==> config.mk <==
export PLATFORM = sky130hd
export DESIGN_NAME = fetch_stage
export DESIGN_NICKNAME = d
export VERILOG_FILES = /design/src/rtl/fetch_stage_pkg.sv /design/src/rtl/fetch_stage_hold_buf.sv /design/src/rtl/fetch_stage.sv
export SDC_FILE = /design/constraint.sdc
export NUM_CORES = 1
export LEC_CHECK = 0
export ABC_AREA = 1
export BUFFER_PORTS_ARGS = -buffer_cell sky130_fd_sc_hd__buf_2
export CORE_MARGIN = 2
export CORE_UTILIZATION = 40
export DETAILED_ROUTE_END_ITERATION = 10
export PLACE_DENSITY_LB_ADDON = 0.08
export SLEW_MARGIN = 20
export SYNTH_ARGS = -nofsm -noshare
export SYNTH_HDL_FRONTEND = slang
export SYNTH_SLANG_ARGS = --single-unit
==> constraint.sdc <==
create_clock -name i_clk -period 3.9 [get_ports i_clk]
set_input_delay 0.585 -clock i_clk [delete_from_list [all_inputs] [get_ports i_clk]]
set_output_delay 0.585 -clock i_clk [all_outputs]
set_load 0.01 [all_outputs]
==> src/rtl/fetch_stage_pkg.sv <==
// Shared definitions for the MIPS fetch stage: FSM encodings, width defaults, bubble
// instruction and a counter helper.
package fetch_stage_pkg;

    localparam int unsigned FE_INSTR_WIDTH = 32;
    localparam int unsigned FE_PC_WIDTH    = 28;
    localparam logic [31:0] FE_NOP_INSTR   = 32'h0000_0000;

    typedef enum logic [1:0] {
        S_REQ  = 2'd0,
        S_WAIT = 2'd1,
        S_HOLD = 2'd2,
        S_DISC = 2'd3
    } fetch_state_e;

    // Free-running 32-bit event counter step; wraps naturally at 2^32.
    function automatic logic [31:0] fe_cnt_inc(input logic [31:0] cnt, input logic en);
        return en ? (cnt + 32'd1) : cnt;
    endfunction

endpackage

==> src/rtl/fetch_stage_hold_buf.sv <==
// One-entry capture register for an instruction that returned while decode was stalled.
module fetch_hold_buf #(
    parameter int unsigned WIDTH = 32
) (
    input  logic             i_clk,
    input  logic             i_arst_n,
    input  logic             load_i,
    input  logic             clear_i,
    input  logic [WIDTH-1:0] data_i,
    output logic [WIDTH-1:0] data_o,
    output logic             valid_o
);

    logic [WIDTH-1:0] data_q;
    logic             valid_q;

    // Capture on load; a load in the same cycle as clear wins.
    always_ff @(posedge i_clk or negedge i_arst_n) begin
        if (!i_arst_n) begin
            data_q  <= '0;
            valid_q <= 1'b0;
        end else if (load_i) begin
            data_q  <= data_i;
            valid_q <= 1'b1;
        end else if (clear_i) begin
            valid_q <= 1'b0;
        end
    end

    assign data_o  = data_q;
    assign valid_o = valid_q;

endmodule

==> src/rtl/fetch_stage.sv <==
// MIPS fetch stage: owns the PC, keeps one imem request in flight, registers instruction/PCs
// for decode. Define FETCH_PERF_CNT_EN to add o_fetch_cnt / o_stall_cnt performance counters.
module fetch_stage
    import fetch_stage_pkg::*;
#(
    parameter int unsigned            INSTR_WIDTH = FE_INSTR_WIDTH,
    parameter int unsigned            PC_WIDTH    = FE_PC_WIDTH,
    parameter logic [PC_WIDTH-1:0]    RESET_PC    = '0,
    parameter logic [INSTR_WIDTH-1:0] NOP_INSTR   = INSTR_WIDTH'(FE_NOP_INSTR)
) (
    input  logic                   i_clk,
    input  logic                   i_arst_n,
    output logic                   o_imem_req,
    output logic [PC_WIDTH-1:0]    o_imem_addr,
    input  logic                   i_imem_valid,
    input  logic [INSTR_WIDTH-1:0] i_imem_rdata,
    input  logic                   i_stall_en,
    input  logic                   i_jmp_en,
    input  logic [PC_WIDTH-1:0]    i_pc_jmp,
    input  logic                   i_fe_kill,
    output logic [INSTR_WIDTH-1:0] o_instruction,
    output logic [PC_WIDTH-1:0]    o_pc_fe,
    output logic [PC_WIDTH-1:0]    o_pc_fe_de,
    output logic                   o_valid_fe
`ifdef FETCH_PERF_CNT_EN
    ,
    output logic [31:0]            o_fetch_cnt,
    output logic [31:0]            o_stall_cnt
`endif
);

    fetch_state_e           state_q, state_d;
    logic [PC_WIDTH-1:0]    pc_q, pc_d, pc_inc_s;
    logic [INSTR_WIDTH-1:0] instr_q, instr_d;
    logic [PC_WIDTH-1:0]    pc_fe_q, pc_fe_d;
    logic [PC_WIDTH-1:0]    pc_fe_de_q, pc_fe_de_d;
    logic                   valid_q, valid_d;
    logic                   deliver_s, load_s;
    logic [INSTR_WIDTH-1:0] deliver_instr_s;
    logic                   hold_load_s, hold_clear_s, hold_vld_s;
    logic [INSTR_WIDTH-1:0] hold_data_s;

    assign pc_inc_s = pc_q + {{(PC_WIDTH-1){1'b0}}, 1'b1};

    fetch_hold_buf #(
        .WIDTH (INSTR_WIDTH)
    ) u_hold_buf (
        .i_clk    (i_clk),
        .i_arst_n (i_arst_n),
        .load_i   (hold_load_s),
        .clear_i  (hold_clear_s),
        .data_i   (i_imem_rdata),
        .data_o   (hold_data_s),
        .valid_o  (hold_vld_s)
    );

    // Fetch FSM, PC update and hold-buffer control; a redirect overrides every state.
    always_comb begin
        state_d         = state_q;
        pc_d            = pc_q;
        deliver_s       = 1'b0;
        deliver_instr_s = i_imem_rdata;
        hold_load_s     = 1'b0;
        hold_clear_s    = 1'b0;
        if (i_jmp_en) begin
            pc_d         = i_pc_jmp;
            hold_clear_s = 1'b1;
            // A request still in flight must be drained before fetching the target.
            if ((state_q == S_REQ) || ((state_q != S_HOLD) && !i_imem_valid)) begin
                state_d = S_DISC;
            end else begin
                state_d = S_REQ;
            end
        end else begin
            case (state_q)
                S_REQ: begin
                    state_d = S_WAIT;
                end
                S_WAIT: begin
                    if (i_imem_valid && i_stall_en) begin
                        hold_load_s = 1'b1;
                        state_d     = S_HOLD;
                    end else if (i_imem_valid) begin
                        deliver_s = 1'b1;
                        pc_d      = pc_inc_s;
                        state_d   = S_REQ;
                    end else begin
                        state_d = S_WAIT;
                    end
                end
                S_HOLD: begin
                    if (!i_stall_en) begin
                        deliver_s       = hold_vld_s;
                        deliver_instr_s = hold_data_s;
                        hold_clear_s    = 1'b1;
                        pc_d            = pc_inc_s;
                        state_d         = S_REQ;
                    end else begin
                        state_d = S_HOLD;
                    end
                end
                S_DISC: begin
                    if (i_imem_valid) begin
                        state_d = S_REQ;
                    end else begin
                        state_d = S_DISC;
                    end
                end
                default: begin
                    state_d = S_REQ;
                end
            endcase
        end
    end

    assign load_s = deliver_s & ~i_fe_kill;

    // Fetch->decode register: load, hold under stall, otherwise a bubble with PCs kept.
    always_comb begin
        instr_d    = instr_q;
        pc_fe_d    = pc_fe_q;
        pc_fe_de_d = pc_fe_de_q;
        valid_d    = valid_q;
        if (load_s) begin
            instr_d    = deliver_instr_s;
            pc_fe_d    = pc_inc_s;
            pc_fe_de_d = pc_q;
            valid_d    = 1'b1;
        end else if (i_stall_en && !i_jmp_en && !i_fe_kill) begin
            valid_d = valid_q;
        end else begin
            instr_d = NOP_INSTR;
            valid_d = 1'b0;
        end
    end

    // FSM state and PC registers.
    always_ff @(posedge i_clk or negedge i_arst_n) begin
        if (!i_arst_n) begin
            state_q <= S_REQ;
            pc_q    <= RESET_PC;
        end else begin
            state_q <= state_d;
            pc_q    <= pc_d;
        end
    end

    // Decode-facing output register.
    always_ff @(posedge i_clk or negedge i_arst_n) begin
        if (!i_arst_n) begin
            instr_q    <= NOP_INSTR;
            pc_fe_q    <= '0;
            pc_fe_de_q <= '0;
            valid_q    <= 1'b0;
        end else begin
            instr_q    <= instr_d;
            pc_fe_q    <= pc_fe_d;
            pc_fe_de_q <= pc_fe_de_d;
            valid_q    <= valid_d;
        end
    end

    // Request strobe is silenced while reset is held so nothing is issued before the PC is valid.
    assign o_imem_req    = (state_q == S_REQ) & i_arst_n;
    assign o_imem_addr   = pc_q;
    assign o_instruction = instr_q;
    assign o_pc_fe       = pc_fe_q;
    assign o_pc_fe_de    = pc_fe_de_q;
    assign o_valid_fe    = valid_q;

`ifdef FETCH_PERF_CNT_EN
    logic [31:0] fetch_cnt_q, stall_cnt_q;

    // Delivered-instruction and stalled-valid-cycle counters.
    always_ff @(posedge i_clk or negedge i_arst_n) begin
        if (!i_arst_n) begin
            fetch_cnt_q <= 32'd0;
            stall_cnt_q <= 32'd0;
        end else begin
            fetch_cnt_q <= fe_cnt_inc(fetch_cnt_q, load_s);
            stall_cnt_q <= fe_cnt_inc(stall_cnt_q, i_stall_en & valid_q);
        end
    end

    assign o_fetch_cnt = fetch_cnt_q;
    assign o_stall_cnt = stall_cnt_q;
`endif

endmodule
==> flow_summary_export.csv <==
group,metric,value,unit
logic_synthesis,muxShareOfSynthArea,0,%
critical_path,cpLargestDelayFamily,"buffers and inverters",
clocking,cts-root-buf,"clkbuf_16",
critical_path,cp.required,4.26,ns
logic_synthesis,synth_top_area_share,53.8,%
die,dieArea,0.0187,mm²
layout,layout_common_cells,"nand2_1, buf_2, dfrtp_1",
clocking,cts_buffer_depth,2,
critical_path,r2r_slack,1.70,ns
die,ios,184,
logic_synthesis,synth_xor_area_share,1.74,%
flow_run,drv_cap,0,
logic_synthesis,ys_ff_latch,152,
global_routing,grt_pass1_vias,5701,
routing,vias_per_cell,4.80,
logic_synthesis,yosysWarnings,0,
power_and_ir_drop,swShare,32.1,%
clocking,ctsResizeCount,0,
placement,gp_congestion,0.817,
critical_path,critPathKind,"flop to flop",
layout,drive_gt1_share,23.0,%
logic_synthesis,synth_fa_ha_area_share,0.886,%
routing,drtIter0Drc,358,
global_routing,grt_max_degree,89,
placement,port_buffers,183,
critical_path,cp-startpoint,"state_q[0]",
power_and_ir_drop,power_density,566,mW/mm²
power_and_ir_drop,switchingPower,0.00159,W
placement,dp_cells,1234,
layout,fillerInstances,1703,
critical_path,cp_cell_sequence,"inv_1 -> ha_1 -> inv_1 -> nor2_1 -> nand2_1 -> nand2_1 -> nand2_2 -> inv_1 -> nand3_1 -> nand3_1",
logic_synthesis,seq_area_frac_synth,53.8,%
clocking,path_clk_slew,0.06,ns
layout,final_common_cell,"nand2_1",
logic_synthesis,synth_area_leaders,"dfrtp_1, nand2_1, inv_1",
routing,wl_per_cell,14.7,µm
logic_synthesis,synth.avg_cell_area,8.27,µm²
power_and_ir_drop,seqPwrFrac,45.3,%
die,core,0.0173,mm²
timing,timing.setup.tns,0,ns
critical_path,cpMaxStageDelayCell,"inv_1",
critical_path,max_stage_delay,0.64,ns
global_routing,grt_usage,20.8,%
logic_synthesis,synth_cell_type_count,26,
die,die_y,137,µm
clocking,cts.sinks,152,
routing,ant_nets,0,
critical_path,path_depth,10,
critical_path,end_kind,"flop",
power_and_ir_drop,combPwrFrac,21.9,%
layout,instances_no_fill,1266,
critical_path,reg2reg_from,"state_q[0]",
logic_synthesis,synthCells,854,
timing,rsz0062_at_grt,"false",
clocking,tritoncts,"yes",
power_and_ir_drop,peakVddDrop,330,µV
routing,routed_wl,18.6,mm
power_and_ir_drop,p_leak,4.72,nW
power_and_ir_drop,pwr-share-clk,32.8,%
timing,worstMarginPinSlew,0.941,ns
logic_synthesis,yosysTopAreaCell,"dfrtp_1",
layout,nets,1099,
worst_hold_path,min_path_type,"input port to asynchronous set/reset pin",
critical_path,worstPathArrival,2.56,ns
critical_path,start_kind,"flop",
critical_path,reg2regPathDepth,10,
logic_synthesis,synth_simple_gate_area_share,21.5,%
timing,slew_viol_final,0,
timing,timing.final.crit_share,56.5,%
critical_path,worstPathMaxFanout,23,
routing,first_pass_iters,5,
logic_synthesis,syn-num-nets,925,
logic_synthesis,synth_compound_area_share,13.3,%
global_routing,antenna_found_initial,0,
logic_synthesis,syn_area,0.00706,mm²
power_and_ir_drop,internal-power,0.00337,W
die,die_w,137,µm
critical_path,r2r_end,"o_imem_addr[13]",
clocking,clkLatencyLatePin,0.42,ns
die,num_rows,48,
clocking,postCtsHoldBufs,0,
clocking,htree_levels,4,
logic_synthesis,synth_top_family_by_area,"simple AND/OR/NAND/NOR gates",
clocking,postCtsSetupBuffers,0,
timing,finalClockSkew,0.0102,ns
global_routing,overflow,0,
timing,finalHoldViolations,0,
status,outcome,"finished clean",
routing,drc,0,
die,initial_core_util,40.8,%
clocking,cts_buffers,17,
global_routing,grt_pass1_wl,29.9,mm
placement,post-dp-hpwl,12.8,mm
timing,fmax,454,MHz
timing,fin_crit,2.20,ns
timing,slew_headroom,37.1,%
critical_path,crit_buf_inv,3,
layout,n_antenna_cell,0,
layout,area_delta_synth_final,23.9,%
routing,vias,6073,
timing,setup_violations,0,
critical_path,cp_common_cell,"inv_1",
flip-flops by register name (all words and copies together) (netlist names):
name                count
o_imem_addr            28
u_hold_buf.valid_o      1
state_q                 2
o_valid_fe              1
o_pc_fe_de             28
u_hold_buf.data_o      32
o_pc_fe                28
o_instruction          32
per-layer routing:
metal / share of wire (%) / vias to the layer above / track usage [%]
met5: 0 / - / 0
met4: 1.4 / 0 / 5.67
met3: 5.6 / 17 / 5.15
met2: 44 / 182 / 29.8
met1: 49 / 2821 / 31.5
li1: - / 3053 / -
metrics by stage:
stage          setup WS (ns)  util [%]  instance area [µm²]  hold WS, ns  total power [W]
5_1_grt                 1.41      50.6                 8760        0.188          0.00528
2_1_floorplan           2.39         -                 7060        0.289          0.00286
4_1_cts                 1.70      50.6                 8760        0.163          0.00501
3_3_place_gp            1.28      47.3                 8170        0.452          0.00335
3_5_place_dp            1.25      47.3                 8170        0.454          0.00336
6_report                1.70      50.6                 8760        0.141          0.00496
cells by family (layout without fill, tap and decap cells):
family / count (synthesis) / in the layout
AND/OR/NAND/NOR: 379 / 379
AO/OA/AOI/OAI: 157 / 157
flip-flops: 152 / 152
buffers and inverters: 147 / 334
XOR/XNOR: 14 / 14
adder cells (fa/ha/maj): 5 / 5
power by group through the flow:
stage / combinational [W] / clock (W) / sequential [W]
after CTS: 0.00110 / 0.00166 / 0.00224
final: 0.00109 / 0.00163 / 0.00224
after global routing: 0.00125 / 0.00174 / 0.00230
after detailed placement: 0.00110 / 0 / 0.00226
after floorplan: 0.000551 / 0 / 0.00231
after global placement: 0.00109 / 0 / 0.00227
synth_stat cells:
master,instances
buf_6,3
o22ai_1,1
nand2_4,1
o31ai_1,2
buf_4,8
and2_1,2
a21oi_1,2
nor2_4,4
nand2_1,300
o21ai_0,71
nor2_2,5
buf_2,10
inv_2,1
nor2_1,34
clkbuf_1,18
o211ai_1,38
dfrtp_1,152
a22oi_1,18
o21ai_1,23
o21a_1,1
xor2_1,14
a211oi_1,1
nand3_1,31
nand2_2,2
inv_1,107
ha_1,5
area by class of cell:
class                           instances  area [µm²]  area share (%)
Tap cell                              225         282            3.22
Clock inverter                         11         121            1.39
Inverter                              108         405            4.63
Clock buffer                           21         460            5.26
Timing Repair Buffer                  194        1030            11.8
Multi-Input combinational cell        555        2650            30.3
Sequential cell                       152        3800            43.4
worst max-delay path by stage:
stage	to	slack, ns
after floorplan	o_pc_fe[13]	2.39
after global placement	o_instruction[12]	1.28
after detailed placement	o_instruction[12]	1.25
after global routing	o_imem_addr[4]	1.41
final	o_imem_addr[13]	1.70
after CTS	o_instruction[12]	1.70
(Power assumes the default switching activity.)
